--- config.mk ---
export PLATFORM = sky130hd
export DESIGN_NAME = char_reveal_ctrl_flat
export DESIGN_NICKNAME = d
export VERILOG_FILES = /design/src/rtl/menu_pkg.sv /design/src/rtl/char_reveal_ctrl_if.sv /design/src/rtl/tick_divider.sv /design/src/rtl/char_reveal_ctrl.sv /design/src/flat_wrapper.sv
export SDC_FILE = /design/constraint.sdc
export NUM_CORES = 1
export LEC_CHECK = 0
export ABC_AREA = 1
export BUFFER_PORTS_ARGS = -buffer_cell sky130_fd_sc_hd__clkbuf_2
export CAP_MARGIN = 20
export CORE_MARGIN = 2
export CORE_UTILIZATION = 54
export CTS_CLUSTER_SIZE = 8
export DETAILED_ROUTE_END_ITERATION = 8
export PLACE_DENSITY = 0.87
export SKIP_LAST_GASP = 1
export SYNTH_ARGS = -nofsm -noshare
export SYNTH_HDL_FRONTEND = slang
export SYNTH_SLANG_ARGS = --single-unit
--- constraint.sdc ---
create_clock -name clk -period 1.56 [get_ports clk]
set_clock_uncertainty 0.1 [all_clocks]
set_input_delay 0.156 -clock clk [delete_from_list [all_inputs] [get_ports clk]]
set_output_delay 0.156 -clock clk [all_outputs]
set_load 0.02 [all_outputs]
--- src/rtl/menu_pkg.sv ---
// Shared constants and types for the menu text screen.
package menu_pkg;

  localparam int unsigned CELL_W        = 8;
  localparam int unsigned CODE_W        = 8;
  localparam int unsigned MENU_TEXT_LEN = 182;

  localparam logic [CODE_W-1:0] CHAR_SPACE  = 8'h20;
  localparam logic [CODE_W-1:0] CHAR_CURSOR = 8'h5F;

  typedef enum logic [1:0] {
    IDLE   = 2'd0,
    TYPING = 2'd1,
    DONE   = 2'd2
  } reveal_state_t;

  // Counter width for a 0..div-1 count, never narrower than one bit.
  function automatic int unsigned cnt_width(input int unsigned div);
    return (div > 1) ? $clog2(div) : 1;
  endfunction

endpackage

--- src/rtl/char_reveal_ctrl_if.sv ---
// Bus between the address generator / ROM / font stage and the reveal controller.
interface char_reveal_ctrl_if;
  import menu_pkg::*;

  logic              start;
  logic              skip;
  logic [CELL_W-1:0] char_xy_in;
  logic [CELL_W-1:0] char_xy_out;
  logic [CODE_W-1:0] rom_code;
  logic [CODE_W-1:0] char_code_out;
  logic              busy;
  logic              done;

  modport master (
    output start, skip, char_xy_in, rom_code,
    input  char_xy_out, char_code_out, busy, done
  );

  modport slave (
    input  start, skip, char_xy_in, rom_code,
    output char_xy_out, char_code_out, busy, done
  );

endinterface

--- src/rtl/tick_divider.sv ---
// Free-running 0..DIV-1 divider that runs only while enabled and pulses tick on the last count.
module tick_divider
  import menu_pkg::*;
#(
  parameter int unsigned DIV = 2
) (
  input  logic clk,
  input  logic rst_n,
  input  logic en,
  input  logic clr,
  output logic tick
);

  localparam int unsigned W    = cnt_width(DIV);
  localparam logic [W-1:0] LAST = W'(DIV - 1);

  logic [W-1:0] cnt_q;
  logic [W-1:0] cnt_d;

  assign tick = en && (cnt_q == LAST);

  always_comb begin
    cnt_d = cnt_q;
    if (clr || !en) begin
      cnt_d = '0;
    end else if (cnt_q == LAST) begin
      cnt_d = '0;
    end else begin
      cnt_d = cnt_q + W'(1);
    end
  end

  always_ff @(posedge clk or negedge rst_n) begin
    if (!rst_n) begin
      cnt_q <= '0;
    end else begin
      cnt_q <= cnt_d;
    end
  end

endmodule

--- src/rtl/char_reveal_ctrl.sv ---
// Typewriter reveal: passes cell addresses to the ROM and masks its codes so text appears
// one cell per tick behind a blinking underscore cursor.
module char_reveal_ctrl
  import menu_pkg::*;
#(
  parameter int unsigned TEXT_LEN  = MENU_TEXT_LEN,
  parameter int unsigned TICK_DIV  = 2_600_000,
  parameter int unsigned BLINK_DIV = 32_500_000
) (
  input  logic                clk,
  input  logic                rst_n,
  char_reveal_ctrl_if.slave   bus
);

  localparam logic [CELL_W-1:0] LEN_C  = CELL_W'(TEXT_LEN);
  localparam logic [CELL_W-1:0] LAST_C = CELL_W'(TEXT_LEN - 1);

  reveal_state_t     state_q, state_d;
  logic [CELL_W-1:0] reveal_q, reveal_d;
  logic              cursor_q, cursor_d;
  logic [CELL_W-1:0] xy_q;
  logic              busy_q, busy_d;
  logic              done_q, done_d;
  logic              char_tick;
  logic              blink_tick;
  logic              typing;
  logic [CODE_W-1:0] code_c;

  assign typing          = (state_q == TYPING);
  assign bus.char_xy_out = bus.char_xy_in;
  assign bus.busy        = busy_q;
  assign bus.done        = done_q;
  assign bus.char_code_out = code_c;

  tick_divider #(.DIV(TICK_DIV)) u_char_tick (
    .clk   (clk),
    .rst_n (rst_n),
    .en    (typing),
    .clr   (bus.start),
    .tick  (char_tick)
  );

  tick_divider #(.DIV(BLINK_DIV)) u_blink_tick (
    .clk   (clk),
    .rst_n (rst_n),
    .en    (typing),
    .clr   (bus.start),
    .tick  (blink_tick)
  );

  // Next state; start overrides skip and any pending tick.
  always_comb begin
    state_d  = state_q;
    reveal_d = reveal_q;
    cursor_d = cursor_q;
    if (bus.start) begin
      state_d  = TYPING;
      reveal_d = '0;
      cursor_d = 1'b1;
    end else if (typing) begin
      if (blink_tick) begin
        cursor_d = ~cursor_q;
      end
      if (bus.skip || (char_tick && (reveal_q == LAST_C))) begin
        state_d  = DONE;
        reveal_d = LEN_C;
      end else if (char_tick) begin
        reveal_d = reveal_q + CELL_W'(1);
      end
    end
    busy_d = (state_d == TYPING);
    done_d = (state_d == DONE) && typing;
  end

  always_ff @(posedge clk or negedge rst_n) begin
    if (!rst_n) begin
      state_q  <= IDLE;
      reveal_q <= '0;
      cursor_q <= 1'b1;
      xy_q     <= '0;
      busy_q   <= 1'b0;
      done_q   <= 1'b0;
    end else begin
      state_q  <= state_d;
      reveal_q <= reveal_d;
      cursor_q <= cursor_d;
      xy_q     <= bus.char_xy_in;
      busy_q   <= busy_d;
      done_q   <= done_d;
    end
  end

  // xy_q lines up with the ROM's registered code; cells past the text never pass the compare.
  always_comb begin
    code_c = CHAR_SPACE;
    if (xy_q < reveal_q) begin
      code_c = bus.rom_code;
    end else if (typing && (xy_q == reveal_q) && cursor_q) begin
      code_c = CHAR_CURSOR;
    end
  end

endmodule

--- src/flat_wrapper.sv ---
// flat-port wrapper written by rule: the top's interface ports become plain ports
module char_reveal_ctrl_flat import menu_pkg::*;
#(
  parameter int unsigned TEXT_LEN  = MENU_TEXT_LEN,
  parameter int unsigned TICK_DIV  = 2_600_000,
  parameter int unsigned BLINK_DIV = 32_500_000
)
  (clk, rst_n, bus_start, bus_skip, bus_char_xy_in, bus_rom_code, bus_char_xy_out, bus_char_code_out, bus_busy, bus_done);
  char_reveal_ctrl_if bus_i ();
  input  logic clk;
  input  logic rst_n;
  input wire logic [$bits(bus_i.start)-1:0] bus_start;
  input wire logic [$bits(bus_i.skip)-1:0] bus_skip;
  input wire logic [$bits(bus_i.char_xy_in)-1:0] bus_char_xy_in;
  input wire logic [$bits(bus_i.rom_code)-1:0] bus_rom_code;
  output wire logic [$bits(bus_i.char_xy_out)-1:0] bus_char_xy_out;
  output wire logic [$bits(bus_i.char_code_out)-1:0] bus_char_code_out;
  output wire logic [$bits(bus_i.busy)-1:0] bus_busy;
  output wire logic [$bits(bus_i.done)-1:0] bus_done;
  assign bus_i.start = bus_start;
  assign bus_i.skip = bus_skip;
  assign bus_i.char_xy_in = bus_char_xy_in;
  assign bus_i.rom_code = bus_rom_code;
  assign bus_char_xy_out = bus_i.char_xy_out;
  assign bus_char_code_out = bus_i.char_code_out;
  assign bus_busy = bus_i.busy;
  assign bus_done = bus_i.done;
  char_reveal_ctrl #(.TEXT_LEN(TEXT_LEN), .TICK_DIV(TICK_DIV), .BLINK_DIV(BLINK_DIV)) u_core (.clk(clk), .rst_n(rst_n), .bus(bus_i));
endmodule
==> results.md, run 1 <==
* Last stage reached: 5_1_grt
* Routability cong. at 0.939
* Kind of pin the worst path terminates on: output port
* Netlist area before placement at 0.00406 mm²
* Rows at 31
* Flops & latches, synth at 68
* Distinct cell type count of the synthesized netlist at 35
* Outcome: stopped before the end
* Number of antenna violations at the first check in global routing at 0
* Count of boundary I/O pins at 38
* H-tree depth reported by CTS at 3
* Starting density of the core at 0.560
* Sequential fraction of the synthesis area at 0.419
* Sinks on Clock Net at 68
* Async set or reset register ratio after synthesis at 1.00
* Overall die width at 90.7 µm
* Root cell of the clock tree: clkbuf_8
* Ys flop type: dfrtp_1
* GRT worst endpoint: bus_char_code_out[5]
* Number of synthesized flops with an enable pin at 0
* Number of I/O port buffers at 37
* Number of clock buffers inserted by TritonCTS at 9
* Net count after synthesis at 575
* Max Root-Sink Buffers at 2
* Mean instance size in the synthesized netlist at 7.48 µm²
* Error: [ERROR DPL-0033] detailed placement checks failed during check placement.
* Cells after DPL at 749
* Post-synthesis cell count at 543
* Height of the die at 90.7 µm
* Largest net degree at the start of global routing at 27
* DP HPWL at 8250 µm
* Number of warnings issued by yosys at 0
Yosys cell counts, types with 8 or more instances:
library cell,count,area [µm²]
a21oi_1,11,55.1
inv_1,61,229
buf_4,8,60.1
nand2_1,115,432
o21ai_0,16,80.1
nand3_1,51,255
nor3_1,23,115
nand4_1,8,50.1
dfrtp_1,67,1680
ha_1,12,150
xor2_1,9,78.8
xnor2_1,8,70.1
nor2_1,94,353
cell families after synthesis:
kind of cell             count (synthesis)  share of synthesized area
AO/OA/AOI/OAI                           40                     0.0536
XOR/XNOR                                17                     0.0367
adder cells (fa/ha/maj)                 12                     0.0370
buffers and inverters                   78                     0.0795
flip-flops                              68                      0.419
AND/OR/NAND/NOR                        328                      0.374
metrics by stage:
stage | setup slack (ps) | TNS [ps] | cell area (µm²) | hold slack (ps) | utilization
after floorplan | -147 | -896 | 4120 | -240 | -
after CTS | -669 | -6150 | 5810 | 203 | 0.801
after global placement | -252 | -3770 | 4990 | 45.7 | 0.688
after detailed placement | -338 | -5920 | 4990 | 43.7 | 0.688
repair_timing:
action	in CTS
setup buffers	16
hold buffers	10
pin swaps	30
resized for setup	83
cloned	2
hold endpoints to repair	25
setup endpoints to repair	50
==> run 2, diff against run 1 <==
--- a/config.mk
+++ b/config.mk
@@ -9,10 +9,9 @@
 export BUFFER_PORTS_ARGS = -buffer_cell sky130_fd_sc_hd__clkbuf_2
 export CAP_MARGIN = 20
 export CORE_MARGIN = 2
-export CORE_UTILIZATION = 54
-export CTS_CLUSTER_SIZE = 8
+export CORE_UTILIZATION = 40
 export DETAILED_ROUTE_END_ITERATION = 8
-export PLACE_DENSITY = 0.87
+export PLACE_DENSITY_LB_ADDON = 0.15
 export SKIP_LAST_GASP = 1
 export SYNTH_ARGS = -nofsm -noshare
 export SYNTH_HDL_FRONTEND = slang
==> constraint.sdc (replaced) <==
create_clock -name clk -period 2 [get_ports clk]
set_clock_uncertainty 0.1 [all_clocks]
set_input_delay 0.2 -clock clk [delete_from_list [all_inputs] [get_ports clk]]
set_output_delay 0.2 -clock clk [all_outputs]
set_load 0.02 [all_outputs]
==> results.md, run 2 <==
* Net switching component of the power at 829 µW
* Post-route worst hold slack at 39.4 ps
* Post-layout worst setup margin at -198 ps
* Post-synth top area share at 0.413
* Post-synthesis compound-gate area fraction at 0.0536
* Sinks on Clock Net at 68
* Number of antenna violations at the first check in global routing at 0
* Routability cong. at 0.901
* Number of nets with antenna violations after detailed routing at 0
* Multiplexer area fraction after synthesis at 0
* Overall power consumption at 3130 µW
* Class of the worst hold path: in -> reg
* Worst Tran Pin Value at 398 ps
* RSZ-0062 raised after global routing: true
* Areal power density over the cells at 613 mW/mm²
* Top post-synthesis cells by area: dfrtp_1 41%, nand2_1 11%, nor2_1 8.7%
* Peak ir drop on the vdd network at 334 µV
* Post-synthesis cell count at 543
* Global routing usage summed across all routing layers at 0.188
* Number of synthesized flops with an enable pin at 0
* Cell-by-cell trace of the critical path: inv_2 > ha_4 > nand2_2 > nor2_4 > nand3_2 > nor3_4 > nand2_4 > o21a_1 > buf_6
* Final core utilization at 0.521
* Largest net degree at the start of global routing at 69
* Net count after synthesis at 575
* Nets at 653
* Source-to-sink clock delay at the later pin of the worst-skew pair at 350 ps
* Met2 wire length at 4790 µm
* Register ranked first by flip-flop count: u_core.u_blink_tick.cnt_q
* Total of fill cells in the finished design at 994
* Worst EP arrival at 1900 ps
* Remaining DRCs at 0
* Synth-to-Final Area Change at 25.8%
* Avg Vias per Cell at 4.98
* Starting density of the core at 0.414
* Hold violation total from the final report at 0
* Outcome: complete, but fails checks
* Most area-hungry cell type in the Yosys netlist: dfrtp_1
* Routed metal-1 wirelength at 4570 µm
* Height of the die at 105 µm
* CP Capture Type: primary output
* Normalized max-slew margin at 0.734
* H-tree depth reported by CTS at 3
* Overall die width at 105 µm
* Final wirelength at 10000 µm
* Distinct cell type count of the synthesized netlist at 35
* Sequential fraction of the synthesis area at 0.419
* Flops & latches, synth at 68
* Adder-cell area share of the yosys netlist at 0.0370
* Post-Synth XOR/XNOR Area at 0.0366
* Logic gate share of total power at 0.146
* Number of flip-flops under the largest register name at 25
* Netlist area before placement at 0.00406 mm²
* Stage delay of the slowest cell on the critical path at 400 ps
* Number of clock buffers inserted by TritonCTS at 9
* Area occupied by multi-input gates at 0.00219 mm²
* Switching share of power at 0.265
* Rows at 36
* Clock-pin slew reported for the worst setup and hold paths after clock tree synthesis at 80 ps
* Detailed-routed wire length on met3 at 544 µm
* Part of the total power dissipated in the clock network at 0.396
* Highest-count cells in the layout ignoring fill and taps: 109 x nand2_1, 92 x nor2_1, 67 x dfrtp_1
* Peak Freq at 455 MHz
* Register Area at 0.00170 mm²
* DP HPWL at 7090 µm
* Combinational family with the most area after synthesis: simple AND/OR/NAND/NOR gates
* Mean instance size in the synthesized netlist at 7.48 µm²
* Final setup fails at 8
* Registers with the highest flip-flop counts: u_core.u_blink_tick.cnt_q x25, u_core.u_char_tick.cnt_q x22
* Ys flop type: dfrtp_1
* Length of the first detailed-routing pass in iterations at 4
* DR vias at 3779
* Overall die area at 0.0110 mm²
* Count of boundary I/O pins at 38
* Simple-gate share of the synthesized area at 0.374
* Final worst-path cycle share at 1.10
* Critical path data required time at 1700 ps
* Number of warnings issued by yosys at 0
* Commonest non-fill, non-tap cell in the layout: nand2_1
* Number of maximum-capacitance constraint violations at 0
* Global-route wire length before repair at 16800 µm
* Min Tclk post-route at 2200 ps
* Root cell of the clock tree: clkbuf_8
* Critical-path cell with the highest stage delay: dfrtp_1
* Async set or reset register ratio after synthesis at 1.00
* Critical path peak fanout at 7
* Most frequent cell after synthesis: nand2_1
* Max-slew violations at 0
* TritonCTS clock tree: yes
* Most common library cells after synthesis: 115 x nand2_1, 94 x nor2_1, 67 x dfrtp_1
* Share of power burned in registers at 0.457
* Max Root-Sink Buffers at 2
* Setup crit start kind: flip-flop
* Violations in the final reports: negative setup slack
* Number of I/O port buffers at 37
* Internal power contribution at 2300 µW
* Worst Setup Path Type: reg -> out
* Average detailed-routed wire length per instance at 13.2 µm
* Fraction of final layout cells sized beyond drive strength 1 at 0.232
* Congestion Overflow GR at 0
* DRC marker count from the first detailed-route iteration at 177
* Placeable core region at 0.00982 mm²
* Via count of the first global-routing pass at 3628
* Antenna cells at 0
* DR top layer: met4
* Leakage component of the power at 0.00228 µW
run 2: cell counts after synthesis:
Identical to the previous run, type by type.
run 2: critical path, delay by kind of cell, from the launching register on:
kind | cells | cell delay (ps)
AND/OR/NAND/NOR | 5 | 570
flip-flops | 1 | 400
adder cells (fa/ha/maj) | 1 | 260
buffers and inverters | 2 | 200
AO/OA/AOI/OAI | 1 | 120
run 2: per-layer routing:
metal  GRT usage  up-vias
met3      0.0474       11
met4      0.0524        0
met1       0.253     1779
met2       0.302       91
li1            -     1898
met5           0        -
run 2: path summary, 6_finish.rpt:
check                                                      start                                      end  slack [ps]  depth (start not counted)
max reg2reg                       u_core.reveal_q[1]$_DFFE_PN0P_                u_core.bus.busy$_DFF_PN0_         100                         12
min in group asynchronous                                  rst_n  u_core.u_blink_tick.cnt_q[19]$_DFF_PN0_         310                          3
min reg2reg                u_core.u_char_tick.cnt_q[0]$_DFF_PN0_    u_core.u_char_tick.cnt_q[0]$_DFF_PN0_         390                          1
max                               u_core.reveal_q[4]$_DFFE_PN0P_                     bus_char_code_out[5]        -200                          9
max in group asynchronous                                  rst_n              u_core.cursor_q$_DFFE_PN1P_        1170                          3
min                                                    bus_start              u_core.state_q[1]$_DFF_PN0_          40                          2
run 2: stage by stage:
step | setup WS [ps] | TNS [ps] | instances | instance area (µm²)
floorplan | 149 | 0 | 543 | 4060
CTS | -203 | -1990 | 755 | 4970
global route | -302 | -2230 | 759 | 5110
finish | -198 | -1340 | 759 | 5110
global placement | 42.2 | 0 | 721 | 4490
detailed placement | -12.0 | -12.0 | 721 | 4490
run 2: cell families (layout without fill, tap and decap cells):
group,count (synthesis),count (layout)
AO/OA/AOI/OAI,40,40
XOR/XNOR,17,17
AND/OR/NAND/NOR,328,329
adder cells (fa/ha/maj),12,12
flip-flops,68,68
buffers and inverters,78,160
run 2: power by group through the flow:
stage                     Sequential (µW)  Clock (µW)  Combinational [µW]
after floorplan                      1460           0                 197
after global placement               1460           0                 347
after detailed placement             1460           0                 350
after CTS                            1430        1280                 415
after global routing                 1440        1340                 508
final                                1430        1240                 457
run 2: final cells by class:
class / instances / share of cell area
well taps: 133 / 0.0326
flip-flops and latches: 68 / 0.333
repair buffers: 76 / 0.114
clock inverters: 5 / 0.0152
inverters: 68 / 0.0499
multi-input cells: 398 / 0.429
clock buffers: 11 / 0.0257
run 2: timing repair:
| item | in CTS | in global routing |
|---|---|---|
| gates resized for setup | 25 | 30 |
| buffers inserted | 9 | 5 |
| gates cloned | 0 | 1 |
| setup endpoints to repair | 8 | 19 |
| pin swaps | 6 | 11 |
| hold buffers | 9 | 0 |
| endpoints found under the hold margin | 75 | 0 |
No activity file was read; power rests on OpenSTA's default activity.
